--- src/rtl/mnist_pkg.sv ---
// Shared definitions for the MNIST pixel feeder: frame geometry, digit width
// and the feeder state encoding.
package mnist_pkg;

    localparam int PIXELS_PER_BYTE = 4;
    localparam int FRAME_BYTES     = 16;
    localparam int BYTE_W          = 8;
    localparam int DIGIT_W         = 4;
    localparam int ADDR_W          = $clog2(FRAME_BYTES);
    localparam int WCNT_W          = ADDR_W + 1;

    typedef enum logic [1:0] {
        ST_FILL,
        ST_LAUNCH,
        ST_STREAM,
        ST_WAIT_DONE
    } feeder_state_t;

endpackage

--- src/rtl/mnist_pixel_feeder_frame_buffer.sv ---
// 16 x 8 register file holding one packed frame: single write port,
// combinational read port. Contents are not reset.
module frame_buffer
    import mnist_pkg::*;
#(
    parameter int DATA_W = BYTE_W,
    parameter int DEPTH  = FRAME_BYTES,
    parameter int AW     = ADDR_W
) (
    input  logic              clk,
    input  logic              wr_en,
    input  logic [AW-1:0]     wr_addr,
    input  logic [DATA_W-1:0] wr_data,
    input  logic [AW-1:0]     rd_addr,
    output logic [DATA_W-1:0] rd_data
);

    logic [DATA_W-1:0] mem [DEPTH];

    always_ff @(posedge clk) begin
        if (wr_en) begin
            mem[wr_addr] <= wr_data;
        end
    end

    assign rd_data = mem[rd_addr];

endmodule

--- src/rtl/mnist_pixel_feeder.sv ---
// Stages one packed 8x8 frame from the host, launches the core, replays the
// 16 bytes on consecutive cycles, and holds the core's prediction for the host.
module mnist_pixel_feeder
    import mnist_pkg::*;
#(
    parameter int TIMEOUT = 8191
) (
    input  logic               clk,
    input  logic               rst,
    input  logic [BYTE_W-1:0]  in_data,
    input  logic               in_valid,
    input  logic               in_sof,
    output logic               in_ready,
    output logic               core_start,
    output logic [BYTE_W-1:0]  core_pixels,
    input  logic               core_busy,
    input  logic               core_done,
    input  logic [DIGIT_W-1:0] core_prediction,
    output logic               result_valid,
    output logic [DIGIT_W-1:0] result_digit,
    output logic               result_err
);

    localparam int TW = $clog2(TIMEOUT + 1);
    localparam logic [TW-1:0] T_LAST = TW'(TIMEOUT - 1);
    localparam logic [WCNT_W-1:0] W_LAST = WCNT_W'(FRAME_BYTES - 1);
    localparam logic [ADDR_W-1:0] R_LAST = ADDR_W'(FRAME_BYTES - 1);

    feeder_state_t state, state_next;
    logic [WCNT_W-1:0]  wcnt, wcnt_next;
    logic [ADDR_W-1:0]  rcnt, rcnt_next;
    logic [TW-1:0]      tcnt, tcnt_next;
    logic               valid_next, err_next;
    logic [DIGIT_W-1:0] digit_next;

    logic               wr_en;
    logic [ADDR_W-1:0]  wr_addr;
    logic [BYTE_W-1:0]  rd_data;

    frame_buffer #(
        .DATA_W (BYTE_W),
        .DEPTH  (FRAME_BYTES),
        .AW     (ADDR_W)
    ) u_buf (
        .clk     (clk),
        .wr_en   (wr_en),
        .wr_addr (wr_addr),
        .wr_data (in_data),
        .rd_addr (rcnt),
        .rd_data (rd_data)
    );

    always_ff @(posedge clk) begin
        if (rst) begin
            state        <= ST_FILL;
            wcnt         <= '0;
            rcnt         <= '0;
            tcnt         <= '0;
            result_valid <= 1'b0;
            result_err   <= 1'b0;
            result_digit <= '0;
        end else begin
            state        <= state_next;
            wcnt         <= wcnt_next;
            rcnt         <= rcnt_next;
            tcnt         <= tcnt_next;
            result_valid <= valid_next;
            result_err   <= err_next;
            result_digit <= digit_next;
        end
    end

    always_comb begin
        state_next  = state;
        wcnt_next   = wcnt;
        rcnt_next   = rcnt;
        tcnt_next   = tcnt;
        valid_next  = result_valid;
        err_next    = result_err;
        digit_next  = result_digit;
        in_ready    = 1'b0;
        core_start  = 1'b0;
        core_pixels = '0;
        wr_en       = 1'b0;
        wr_addr     = '0;

        unique case (state)
            ST_FILL: begin
                in_ready = 1'b1;
                if (in_valid) begin
                    // A start-of-frame byte always restarts the frame, even
                    // when it lands where the 16th byte would have gone.
                    if (in_sof) begin
                        wr_en      = 1'b1;
                        wr_addr    = '0;
                        wcnt_next  = WCNT_W'(1);
                        valid_next = 1'b0;
                        err_next   = 1'b0;
                    end else if (wcnt != '0) begin
                        wr_en     = 1'b1;
                        wr_addr   = wcnt[ADDR_W-1:0];
                        wcnt_next = wcnt + 1'b1;
                        if (wcnt == W_LAST) begin
                            state_next = ST_LAUNCH;
                        end
                    end
                end
            end

            ST_LAUNCH: begin
                if (!(core_busy && !core_done)) begin
                    core_start = 1'b1;
                    rcnt_next  = '0;
                    state_next = ST_STREAM;
                end
            end

            ST_STREAM: begin
                core_pixels = rd_data;
                rcnt_next   = rcnt + 1'b1;
                if (rcnt == R_LAST) begin
                    tcnt_next  = '0;
                    state_next = ST_WAIT_DONE;
                end
            end

            ST_WAIT_DONE: begin
                // A done in the same cycle as the last timeout tick still counts.
                if (core_done) begin
                    digit_next = core_prediction;
                    valid_next = 1'b1;
                    wcnt_next  = '0;
                    state_next = ST_FILL;
                end else if (tcnt == T_LAST) begin
                    err_next   = 1'b1;
                    valid_next = 1'b0;
                    wcnt_next  = '0;
                    state_next = ST_FILL;
                end else begin
                    tcnt_next = tcnt + 1'b1;
                end
            end

            default: begin
                state_next = ST_FILL;
            end
        endcase
    end

endmodule

--- config.mk ---
export PLATFORM = sky130hd
export DESIGN_NAME = mnist_pixel_feeder
export DESIGN_NICKNAME = d
export VERILOG_FILES = /design/src/rtl/mnist_pkg.sv /design/src/rtl/mnist_pixel_feeder_frame_buffer.sv /design/src/rtl/mnist_pixel_feeder.sv
export SDC_FILE = /design/constraint.sdc
export NUM_CORES = 1
export LEC_CHECK = 0
export ABC_AREA = 1
export CAP_MARGIN = 20
export CORE_ASPECT_RATIO = 1.25
export CORE_MARGIN = 4
export CORE_UTILIZATION = 60
export DETAILED_ROUTE_END_ITERATION = 7
export PLACE_DENSITY = 0.79
export SETUP_SLACK_MARGIN = 0.3
export SLEW_MARGIN = 20
export SYNTH_ARGS = -nofsm -noshare
export SYNTH_HDL_FRONTEND = slang
export SYNTH_SLANG_ARGS = --single-unit
--- constraint.sdc ---
create_clock -name clk -period 6.1 [get_ports clk]
set_clock_uncertainty 0.05 [all_clocks]
set_input_delay 0.61 -clock clk [delete_from_list [all_inputs] [get_ports clk]]
set_output_delay 0.61 -clock clk [all_outputs]
set_load 0.1 [all_outputs]
==> impl_results.html <==
<table>
<tr><th>Metric</th><th>Value</th></tr>
<tr><th colspan="2">GRT</th></tr>
<tr><td>GRT met2 Usage</td><td>41.7%</td></tr>
<tr><td>Total global routing overflow</td><td>0</td></tr>
<tr><td>Busiest layer in global routing</td><td>met2</td></tr>
<tr><td>Met3 track utilization from global routing</td><td>5.60%</td></tr>
<tr><td>Met1 global-route usage</td><td>29.5%</td></tr>
<tr><td>Vias in the first global route</td><td>5200</td></tr>
<tr><td>Wire length of the first global-routing pass</td><td>26100 um</td></tr>
<tr><td>Total GRT Usage</td><td>24.4%</td></tr>
<tr><td>Initial antenna violation count</td><td>0</td></tr>
<tr><td>Maximum number of pins on one net before global-route repair</td><td>66</td></tr>
<tr><th colspan="2">STA</th></tr>
<tr><td>Worst Tran Pin Value</td><td>1.02 ns</td></tr>
<tr><td>Total count of hold-check failures in the final report</td><td>0</td></tr>
<tr><td>Final count of pins violating max slew</td><td>0</td></tr>
<tr><td>Total negative slack for setup checks</td><td>0 ns</td></tr>
<tr><td>Worst hold slack</td><td>0.430 ns</td></tr>
<tr><td>Final worst-path cycle share</td><td>70.1%</td></tr>
<tr><td>Final period demand of the worst path</td><td>4.27 ns</td></tr>
<tr><td>Setup ws final</td><td>1.83 ns</td></tr>
<tr><td>Maximum operating frequency</td><td>234 MHz</td></tr>
<tr><td>Relative max-transition margin</td><td>31.6%</td></tr>
<tr><td>Unrepaired setup endpoints after global routing</td><td>no</td></tr>
<tr><td>Finish-stage setup viols</td><td>0</td></tr>
<tr><th colspan="2">Finish</th></tr>
<tr><td>Layout net count</td><td>767</td></tr>
<tr><td>Final standard cell utilization of the core</td><td>69.6%</td></tr>
<tr><td>Proportion of layout cells with a drive suffix above 1</td><td>8.11%</td></tr>
<tr><td>Final instance area</td><td>8170 sq um</td></tr>
<tr><td># diodes</td><td>0</td></tr>
<tr><td>Final std cells w/o fill</td><td>913</td></tr>
<tr><td>Number of fill cells in the layout</td><td>851</td></tr>
<tr><td>Synth-to-Final Area Change</td><td>13.0%</td></tr>
<tr><th colspan="2">Place</th></tr>
<tr><td>Placement-stage cell area</td><td>7610 sq um</td></tr>
<tr><td>Dpl ws</td><td>2.22 ns</td></tr>
<tr><td>Estimated wirelength of the detail-placed design</td><td>10300 um</td></tr>
<tr><td>Routability cong.</td><td>0.889</td></tr>
<tr><td>IO buf count</td><td>33</td></tr>
<tr><td>Cell count after placement</td><td>881</td></tr>
<tr><th colspan="2">Critical path</th></tr>
<tr><td>Critical path cell sequence</td><td>buf_4 -&gt; inv_1 -&gt; o21ai_0 -&gt; o211ai_1 -&gt; nand3_1 -&gt; a21oi_1 -&gt; clkdlybuf4s50_1</td></tr>
<tr><td>Worst reg2reg setup slack</td><td>3.49 ns</td></tr>
<tr><td>Capturing element type of the critical path</td><td>primary output</td></tr>
<tr><td>R2R Path End</td><td>u_buf.mem[0][5]</td></tr>
<tr><td>Worst Path Arrival</td><td>3.61 ns</td></tr>
<tr><td>Startpoint Class</td><td>register</td></tr>
<tr><td>Max FO, Critical Path</td><td>41</td></tr>
<tr><td>Critical R2R Launch</td><td>wcnt[0]</td></tr>
<tr><td>Required @ worst endpoint</td><td>5.44 ns</td></tr>
<tr><td>Worst setup path end</td><td>core_pixels[5]</td></tr>
<tr><td>R2R cell count</td><td>9</td></tr>
<tr><td>Maximum cell stage delay along the critical path</td><td>1.16 ns</td></tr>
<tr><td>Slowest CP cell</td><td>sky130_fd_sc_hd__clkdlybuf4s50_1</td></tr>
<tr><td>Crit Path Category</td><td>register to primary output</td></tr>
<tr><th colspan="2">Synth</th></tr>
<tr><td>Post-synth ARST share</td><td>0%</td></tr>
<tr><td>Number of synthesized flops with an enable pin</td><td>128</td></tr>
<tr><td>Most instantiated library cell after synthesis</td><td>sky130_fd_sc_hd__nor2_1</td></tr>
<tr><td>Most used flip-flop cell after synthesis</td><td>sky130_fd_sc_hd__edfxtp_1</td></tr>
<tr><td>Count of cell types in the netlist</td><td>39</td></tr>
<tr><td>Top cells by area in the synthesized netlist</td><td>sky130_fd_sc_hd__edfxtp_1 53%, sky130_fd_sc_hd__dfxtp_1 9.4%, sky130_fd_sc_hd__nor2_1 8.9%</td></tr>
<tr><td>Post-synth top area share</td><td>53.2%</td></tr>
<tr><td>Net Count, Synth</td><td>747</td></tr>
<tr><td>Ranking of synthesized cells by instance count</td><td>171 x sky130_fd_sc_hd__nor2_1, 128 x sky130_fd_sc_hd__edfxtp_1, 78 x sky130_fd_sc_hd__nand2_1</td></tr>
<tr><td>Post-synthesis register bit count</td><td>162</td></tr>
<tr><td>Largest area contributor in the synthesized netlist</td><td>sky130_fd_sc_hd__edfxtp_1</td></tr>
<tr><td>Sequential cell area fraction in the yosys report</td><td>62.6%</td></tr>
<tr><td>Cells after synthesis</td><td>719</td></tr>
<tr><td>Warnings from Yosys</td><td>0</td></tr>
<tr><td>Post-Synthesis Mean Instance Area</td><td>10.0 sq um</td></tr>
<tr><td>Post-synthesis instance area</td><td>7220 sq um</td></tr>
<tr><th colspan="2">Pwr</th></tr>
<tr><td>Switch share</td><td>36.0%</td></tr>
<tr><td>Power density over the cells</td><td>396 nW/um^2</td></tr>
<tr><td>Peak ir drop on the vdd network</td><td>0.000287 V</td></tr>
<tr><td>Sequential fraction of design power</td><td>41.8%</td></tr>
<tr><td>Leakage power figure</td><td>2.80 nW</td></tr>
<tr><td>Relative contribution of combinational cells to total power</td><td>27.3%</td></tr>
<tr><td>Part of the total power dissipated in the clock network</td><td>30.9%</td></tr>
<tr><td>Net load switching power</td><td>1.16 mW</td></tr>
<tr><td>Internal power</td><td>2.07 mW</td></tr>
<tr><td>Total power consumption of the routed design</td><td>3.23 mW</td></tr>
<tr><th colspan="2">Clock network</th></tr>
<tr><td>Clk root buf</td><td>sky130_fd_sc_hd__clkbuf_16</td></tr>
<tr><td>H-tree depth</td><td>4</td></tr>
<tr><td>Post-CTS repair timing setup buffer count</td><td>0</td></tr>
<tr><td>Clock latency on the worst-skew pair</td><td>0.42 ns</td></tr>
<tr><td>Cts repair resizes</td><td>0</td></tr>
<tr><td>Clock sink count</td><td>162</td></tr>
<tr><td>TritonCTS buffer count</td><td>17</td></tr>
<tr><td>Cts-stage hold buffer count</td><td>0</td></tr>
<tr><td>Clock transition at the register clock pins on the worst setup and hold paths after CTS</td><td>0.06 ns</td></tr>
<tr><td>Clock tree from TritonCTS</td><td>built</td></tr>
<tr><td>Longest Clk Path Bufs</td><td>2</td></tr>
<tr><th colspan="2">Route</th></tr>
<tr><td>Number of design-rule violations left by the first detailed-router iteration</td><td>387</td></tr>
<tr><td>DR pass1 iterations</td><td>5</td></tr>
<tr><td>Post-detailed-routing wire length</td><td>16100 um</td></tr>
<tr><td>Average detailed-routed wire length per instance</td><td>17.6 um</td></tr>
<tr><td>Routed Antenna Nets</td><td>0</td></tr>
<tr><td>Detailed-route via count</td><td>5199</td></tr>
<tr><td>DRC violation count after routing</td><td>0</td></tr>
<tr><td>Via/cell ratio</td><td>5.69</td></tr>
<tr><th colspan="2">Floorplanning</th></tr>
<tr><td>Width of the die</td><td>106 um</td></tr>
<tr><td>Initial Utilization</td><td>61.6%</td></tr>
<tr><td>Die height</td><td>131 um</td></tr>
<tr><td>Core footprint</td><td>11700 sq um</td></tr>
<tr><td>Row count</td><td>44</td></tr>
<tr><td>Total Die Area</td><td>13900 sq um</td></tr>
<tr><td>Top-level I/O count</td><td>34</td></tr>
<tr><th colspan="2">Hold path</th></tr>
<tr><td>Classification of the worst-slack hold path</td><td>register to register</td></tr>
<tr><td>Startpoint of the tightest hold check path</td><td>result_valid</td></tr>
<tr><td>Hold Crit Depth</td><td>2</td></tr>
<tr><th colspan="2">Flow run</th></tr>
<tr><td>Number of max-cap violations</td><td>0</td></tr>
<tr><th colspan="2">Status</th></tr>
<tr><td>Outcome</td><td>finished clean</td></tr>
</table>
-- final cells by class --
type                       count  area, sq um  share of cell area, %
inverter                      45          169                   2.07
timing repair buffer          36          353                   4.32
clock buffer                  17          425                   5.21
tap                          161          201                   2.47
sequential                   162         4530                   55.5
clock inverter                15          131                   1.61
multi-input combinational    477         2360                   28.9
-- layout by cell type (no fill, tap or decap), types with 6 or more instances in the layout --
cell                              synthesis  layout
sky130_fd_sc_hd__o21ai_0                 70      70
sky130_fd_sc_hd__clkbuf_16                0      17
sky130_fd_sc_hd__nand3_1                 49      49
sky130_fd_sc_hd__nand2_1                 78      78
sky130_fd_sc_hd__ha_1                    10      10
sky130_fd_sc_hd__nor3_1                   7       7
sky130_fd_sc_hd__clkdlybuf4s50_1          0      33
sky130_fd_sc_hd__edfxtp_1               128     128
sky130_fd_sc_hd__nor2_1                 171     171
sky130_fd_sc_hd__inv_1                   40      40
sky130_fd_sc_hd__o211ai_1                24      24
sky130_fd_sc_hd__nand4_1                 11      11
sky130_fd_sc_hd__dfxtp_1                 34      33
sky130_fd_sc_hd__a21oi_2                  8       8
sky130_fd_sc_hd__inv_6                    0       6
sky130_fd_sc_hd__a21oi_1                 20      20
-- cell families after synthesis --
kind of cell | after synthesis | share of synthesized area, %
AOI/OAI and AO/OA | 129 | 10.3
xor gates and xnor gates | 3 | 0.364
adders and majority gates | 10 | 1.73
buffers and inverters | 80 | 4.75
DFF | 162 | 62.6
and+or+nand+nor | 335 | 20.2
-- critical path, delay by kind of cell (launching register included) --
| family | cells | cell delay, ns |
|---|---|---|
| buf+inv | 3 | 2.02 |
| simple gates | 1 | 0.14 |
| compound gates | 3 | 0.71 |
| flops | 1 | 0.31 |
-- state kept, by name (all words and copies together), names as in the netlist, named ones only --
| name | count |
|---|---|
| result_err | 1 |
| result_valid | 1 |
| tcnt | 13 |
| rcnt | 4 |
| state | 2 |
| wcnt | 5 |
| u_buf.mem | 128 |
| result_digit | 4 |
-- worst min path at each step --
stage | to | slack, ns
floorplan | register | 0.42
global placement | result_err | 0.40
detailed placement | result_err | 0.42
CTS | result_err | 0.43
global route | result_err | 0.45
finish | result_valid | 0.43
-- per-layer routing --
layer | share of wire (%) | vias to the layer above
met1 | 39 | 2429
met5 | 0 | -
met4 | 3.5 | 0
li1 | - | 2518
met3 | 6.8 | 38
met2 | 50 | 214
-- power groups by stage --
stage	clock [mW]	combinational, mW	sequential, mW
after floorplan	0	0.726	1.32
after global placement	0	0.847	1.37
after detailed placement	0	0.872	1.37
after CTS	1.01	0.880	1.35
final	0.999	0.881	1.35
after global routing	1.07	0.975	1.36
Power figures use the tool's default switching activity.
